<file path="src/rtl/pwm_duty_streamer.sv">
// Streams duty-cycle samples through a small FIFO into a PWM generator, updating the duty only at period boundaries.
// Optional: define PWM_UNDERRUN_ZERO_EN to force the duty to zero when a boundary finds the FIFO empty.
module pwm_duty_streamer #(
  parameter int DATA_W     = 8,
  parameter int FIFO_DEPTH = 4,
  parameter int DIV        = 1
) (
  input  logic                          CLK,
  input  logic                          RST,
  input  logic                          enable,
  input  logic                          s_valid,
  output logic                          s_ready,
  input  logic [DATA_W-1:0]             s_data,
  input  logic                          underrun_clr,
  output logic                          pwm_out,
  output logic                          period_stb,
  output logic                          underrun,
  output logic [$clog2(FIFO_DEPTH):0]   fifo_level,
  output logic [DATA_W-1:0]             cur_duty
);

  localparam int PTR_W = $clog2(FIFO_DEPTH);
  localparam int LVL_W = $clog2(FIFO_DEPTH) + 1;
  localparam int PRE_W = (DIV > 1) ? $clog2(DIV) : 1;

  localparam logic [LVL_W-1:0]  DEPTH_L  = LVL_W'(FIFO_DEPTH);
  localparam logic [PRE_W-1:0]  PRE_LAST = PRE_W'(DIV - 1);
  localparam logic [DATA_W-1:0] CNT_LAST = {DATA_W{1'b1}};

  logic [DATA_W-1:0] mem [FIFO_DEPTH];
  logic [PTR_W-1:0]  wr_ptr;
  logic [PTR_W-1:0]  rd_ptr;
  logic [PRE_W-1:0]  presc;
  logic [DATA_W-1:0] cnt;

  logic             push;
  logic             pop;
  logic             tick;
  logic             boundary;
  logic             fifo_empty;
  logic [LVL_W-1:0] level_nxt;

  // Handshake, tick/boundary detection and next FIFO occupancy.
  always_comb begin
    push       = s_valid && s_ready;
    tick       = enable && (presc == PRE_LAST);
    boundary   = tick && (cnt == CNT_LAST);
    fifo_empty = (fifo_level == LVL_W'(0));
    pop        = boundary && !fifo_empty;
    level_nxt  = fifo_level;
    case ({push, pop})
      2'b10:   level_nxt = fifo_level + LVL_W'(1);
      2'b01:   level_nxt = fifo_level - LVL_W'(1);
      default: level_nxt = fifo_level;
    endcase
  end

  // Sample storage; contents are meaningless once the pointers are reset.
  always_ff @(posedge CLK) begin
    if (push) begin
      mem[wr_ptr] <= s_data;
    end
  end

  // FIFO bookkeeping; s_ready tracks the registered level so a full FIFO never bypasses.
  always_ff @(posedge CLK) begin
    if (RST) begin
      wr_ptr     <= '0;
      rd_ptr     <= '0;
      fifo_level <= '0;
      s_ready    <= 1'b0;
    end else begin
      if (push) begin
        wr_ptr <= wr_ptr + PTR_W'(1);
      end
      if (pop) begin
        rd_ptr <= rd_ptr + PTR_W'(1);
      end
      fifo_level <= level_nxt;
      s_ready    <= (level_nxt < DEPTH_L);
    end
  end

  // Prescaler and period counter; both park at zero while disabled.
  always_ff @(posedge CLK) begin
    if (RST || !enable) begin
      presc <= '0;
      cnt   <= '0;
    end else if (tick) begin
      presc <= '0;
      cnt   <= cnt + DATA_W'(1);
    end else begin
      presc <= presc + PRE_W'(1);
    end
  end

  // Duty reload at the boundary, sticky underrun (set beats clear) and registered PWM output.
  always_ff @(posedge CLK) begin
    if (RST) begin
      cur_duty   <= '0;
      underrun   <= 1'b0;
      period_stb <= 1'b0;
      pwm_out    <= 1'b0;
    end else begin
      if (pop) begin
        cur_duty <= mem[rd_ptr];
      end else if (boundary) begin
`ifdef PWM_UNDERRUN_ZERO_EN
        cur_duty <= '0;
`else
        cur_duty <= cur_duty;
`endif
      end
      if (boundary && fifo_empty) begin
        underrun <= 1'b1;
      end else if (underrun_clr) begin
        underrun <= 1'b0;
      end
      period_stb <= boundary;
      pwm_out    <= enable && (cnt < cur_duty);
    end
  end

endmodule

</file>
<file path="config.mk">
export PLATFORM = sky130hd
export DESIGN_NAME = pwm_duty_streamer
export DESIGN_NICKNAME = d
export VERILOG_FILES = /design/src/rtl/pwm_duty_streamer.sv
export SDC_FILE = /design/constraint.sdc
export NUM_CORES = 1
export LEC_CHECK = 0
export ABC_AREA = 1
export BUFFER_PORTS_ARGS = -buffer_cell sky130_fd_sc_hd__buf_2
export CAP_MARGIN = 20
export CORE_UTILIZATION = 55
export CTS_CLUSTER_SIZE = 30
export DETAILED_ROUTE_END_ITERATION = 10
export HOLD_SLACK_MARGIN = 0.06
export PLACE_DENSITY = 0.82
export SYNTH_ARGS = -nofsm -noshare
export SYNTH_HDL_FRONTEND = slang
export SYNTH_SLANG_ARGS = --single-unit
</file>
<file path="constraint.sdc">
create_clock -name CLK -period 5 [get_ports CLK]
set_clock_uncertainty 0.1 [all_clocks]
set_input_delay 1.25 -clock CLK [delete_from_list [all_inputs] [get_ports CLK]]
set_output_delay 1.25 -clock CLK [all_outputs]
set_load 0.005 [all_outputs]
</file>
==> results.tsv <==
stage	metric	value	unit
run_status	status	finished, final reports clean	
yosys	Ys Warns	0	
routing	Routed Antenna Nets	0	
cts	Clock Latency Late Sink	330	ps
final_layout	Ant. Diodes	0	
timing	top achievable clock speed	0.356	GHz
placed_design	routability cong.	0.786	
die	Starting Density	56.8	%
die	FP Rows	25	
timing	Tightest Pin Transition	769	ps
timing	setup TNS	0	ps
routing	Vias/cell	4.82	
timing	final-report hold violation count	0	
placed_design	Post-DP Area	2850	um2
global_routing	Overflow after GRT	0	
critical_path	critical path data arrival time	2980	ps
routing	1st-iter DRT viols	133	
final_layout	highest-count cells in the layout ignoring fill and taps	nor2_1, nand2_1, edfxtp_1	
cts	setup repair bufs after CTS	0	
timing	RSZ-0062 raised after global routing	false	
final_layout	fin nets	342	
yosys	post-synthesis register bit count	60	
power_and_ir_drop	P_leak	1.30	nW
routing	drt first pass iters	4	
final_layout	fillers	389	
cts	clock sinks	60	
die	die area	5160	um2
critical_path	critical path's largest stage delay	390	ps
timing	minimum clock period	2810	ps
critical_path	crit path cell chain	buf_2 > inv_2 > nor2_4 > nand2_4 > nor2_8 > nand3_4 > inv_1 > ha_1 > fa_1 > nor2_1 > nor2_1 > nand2_1 > xor2_1 > inv_1 > nor2_1	
critical_path	Critical Path Fanout Max	17	
yosys	Syn Area/Cell	9.42	um2
power_and_ir_drop	Peak VDD IR	0.180	mV
routing	wire length per cell	12.0	um
job	max cap viols	0	
timing	max-slew violations	0	
final_layout	design area	3010	um2
routing	DR DRC count	0	
cts	Worst-path clk slew	60	ps
final_layout	utilization after layout	63.7	%
cts	CTS tree	built	
critical_path	Setup CP Type	primary input to flop	
global_routing	Total GRT Usage	20.9	%
die	top-level I/O count	28	
placed_design	Setup WS pre-CTS	1860	ps
global_routing	vias in the first global route	1702	
placed_design	Port Buffers	27	
global_routing	initial antenna violation count	0	
timing	PnR worst setup slack	2190	ps
final_layout	most common cell after layout, fill and taps aside	nor2_1	
critical_path	Req. time, crit path	5170	ps
critical_path	most frequent CP cell	nor2_1	
cts	hold_buf cts	0	
die	chip width	71.9	um
final_layout	Area growth syn-to-layout	12.1	%
placed_design	placed wire-length estimate	3.21	mm
yosys	Synthesized Nets	312	
timing	Final Cycle Share	56.2	%
routing	Detailed Route WL	4.65	mm
critical_path	critical path startpoint category	primary input	
critical_path	Setup crit end kind	flop	
cts	H-Tree Depth	3	
global_routing	largest net degree at the start of global routing	20	
yosys	sequential area share after synthesis	56.7	%
global_routing	first-pass GRT wire length	7.89	mm
timing	relative slew slack	48.5	%
critical_path	Worst path slowest cell	fa_1	
yosys	Cells after Synth	285	
cts	clock buffer depth	2	
routing	vias	1865	
hold_path	Hold Path Class	flop to flop	
die	core area	4720	um2
yosys	library cells used by synthesis	27	
die	DIE HEIGHT	71.9	um
timing	# setup viols final	0	
power_and_ir_drop	PD cells	312	nW/um2
cts	Root Buffer	clkbuf_8	
cts	CTS Buf Count	9	
yosys	Mapped Area	2680	um2
cts	post-cts sizing count	0	
final_layout	layout cells sized above 1	15.0	%
-- per-layer routing --
layer / share of wire (%) / vias up / global-route usage (%)
li1: - / 986 / -
met1: 48 / 833 / 26.5
met5: 0 / - / 0
met4: 1.1 / 0 / 11.8
met2: 47 / 41 / 32.5
met3: 4.3 / 5 / 5.63
-- through the flow --
step	hold slack, ps	power [mW]	instances
2_1_floorplan	356	0.568	285
3_3_place_gp	359	0.582	371
3_5_place_dp	368	0.584	371
4_1_cts	378	0.946	387
5_1_grt	416	0.975	387
6_report	372	0.938	387
-- cell families (layout without fill, tap and decap cells) --
family | count (synthesis) | in the layout | share of synthesized area [%]
fa+ha+maj | 14 | 14 | 6.81
flops | 60 | 60 | 56.7
other cells | 1 | 1 | 0.140
xor+xnor | 3 | 3 | 0.979
simple gates | 119 | 119 | 19.4
buf+inv | 40 | 75 | 6.62
compound gates | 48 | 48 | 9.32
-- path summary, 6_finish.rpt --
kind,depth (start not counted),start,endpoint,slack (ps)
max reg2reg,13,cnt[0],flop,2680
min,2,underrun,underrun,370
min reg2reg,2,underrun,underrun,370
max,15,enable,flop,2190
-- flip-flops by register name, summed over array words and instances (netlist names), named ones only --
name        flops
fifo_level      2
mem            32
presc           1
wr_ptr          2
cnt             8
underrun        1
period_stb      1
s_ready         1
cur_duty        8
pwm_out         1
rd_ptr          2
-- final cells by class --
type	instances	area, um2	area share (%)
Clock inverter	3	13.8	0.458
Tap cell	67	83.8	2.79
Inverter	32	120	3.99
Multi-Input combinational cell	185	985	32.7
Sequential cell	60	1520	50.6
Clock buffer	13	149	4.95
Timing Repair Buffer	27	135	4.49
-- power breakdown --
part / total (mW) / switching, mW / internal, mW / leakage, nW
clock: 0.364 / 0.174 / 0.190 / 0.0848
sequential: 0.535 / 0.00547 / 0.529 / 0.518
combinational: 0.0388 / 0.0255 / 0.0133 / 0.698
-- critical path, delay by kind of cell --
family,cells,cell delay [ps]
XOR/XNOR,1,180
adder cells (fa/ha/maj),2,610
buffers and inverters,4,300
AND/OR/NAND/NOR,8,630
-- Yosys cell counts --
cell / instances / share of area, %
edfxtp_1: 32 / 36
xor2_1: 3 / 0.98
nand3_1: 6 / 1.1
nor2_8: 1 / 0.75
buf_6: 1 / 0.42
buf_2: 5 / 0.93
conb_1: 1 / 0.14
nor2_1: 63 / 8.8
fa_1: 1 / 0.75
inv_1: 30 / 4.2
nand2_1: 41 / 5.7
o21ai_0: 30 / 5.6
o21ai_1: 3 / 0.56
buf_4: 1 / 0.28
a21oi_1: 11 / 2.1
nand4_1: 2 / 0.47
clkbuf_8: 1 / 0.51
nand2_4: 2 / 0.84
nand3_4: 1 / 0.65
inv_2: 2 / 0.28
o21bai_1: 2 / 0.56
ha_1: 13 / 6.1
nor2_4: 2 / 0.84
nand2_2: 1 / 0.23
o211ai_1: 1 / 0.28
o21a_1: 1 / 0.28
dfxtp_1: 28 / 21
(Power assumes the default switching activity.)
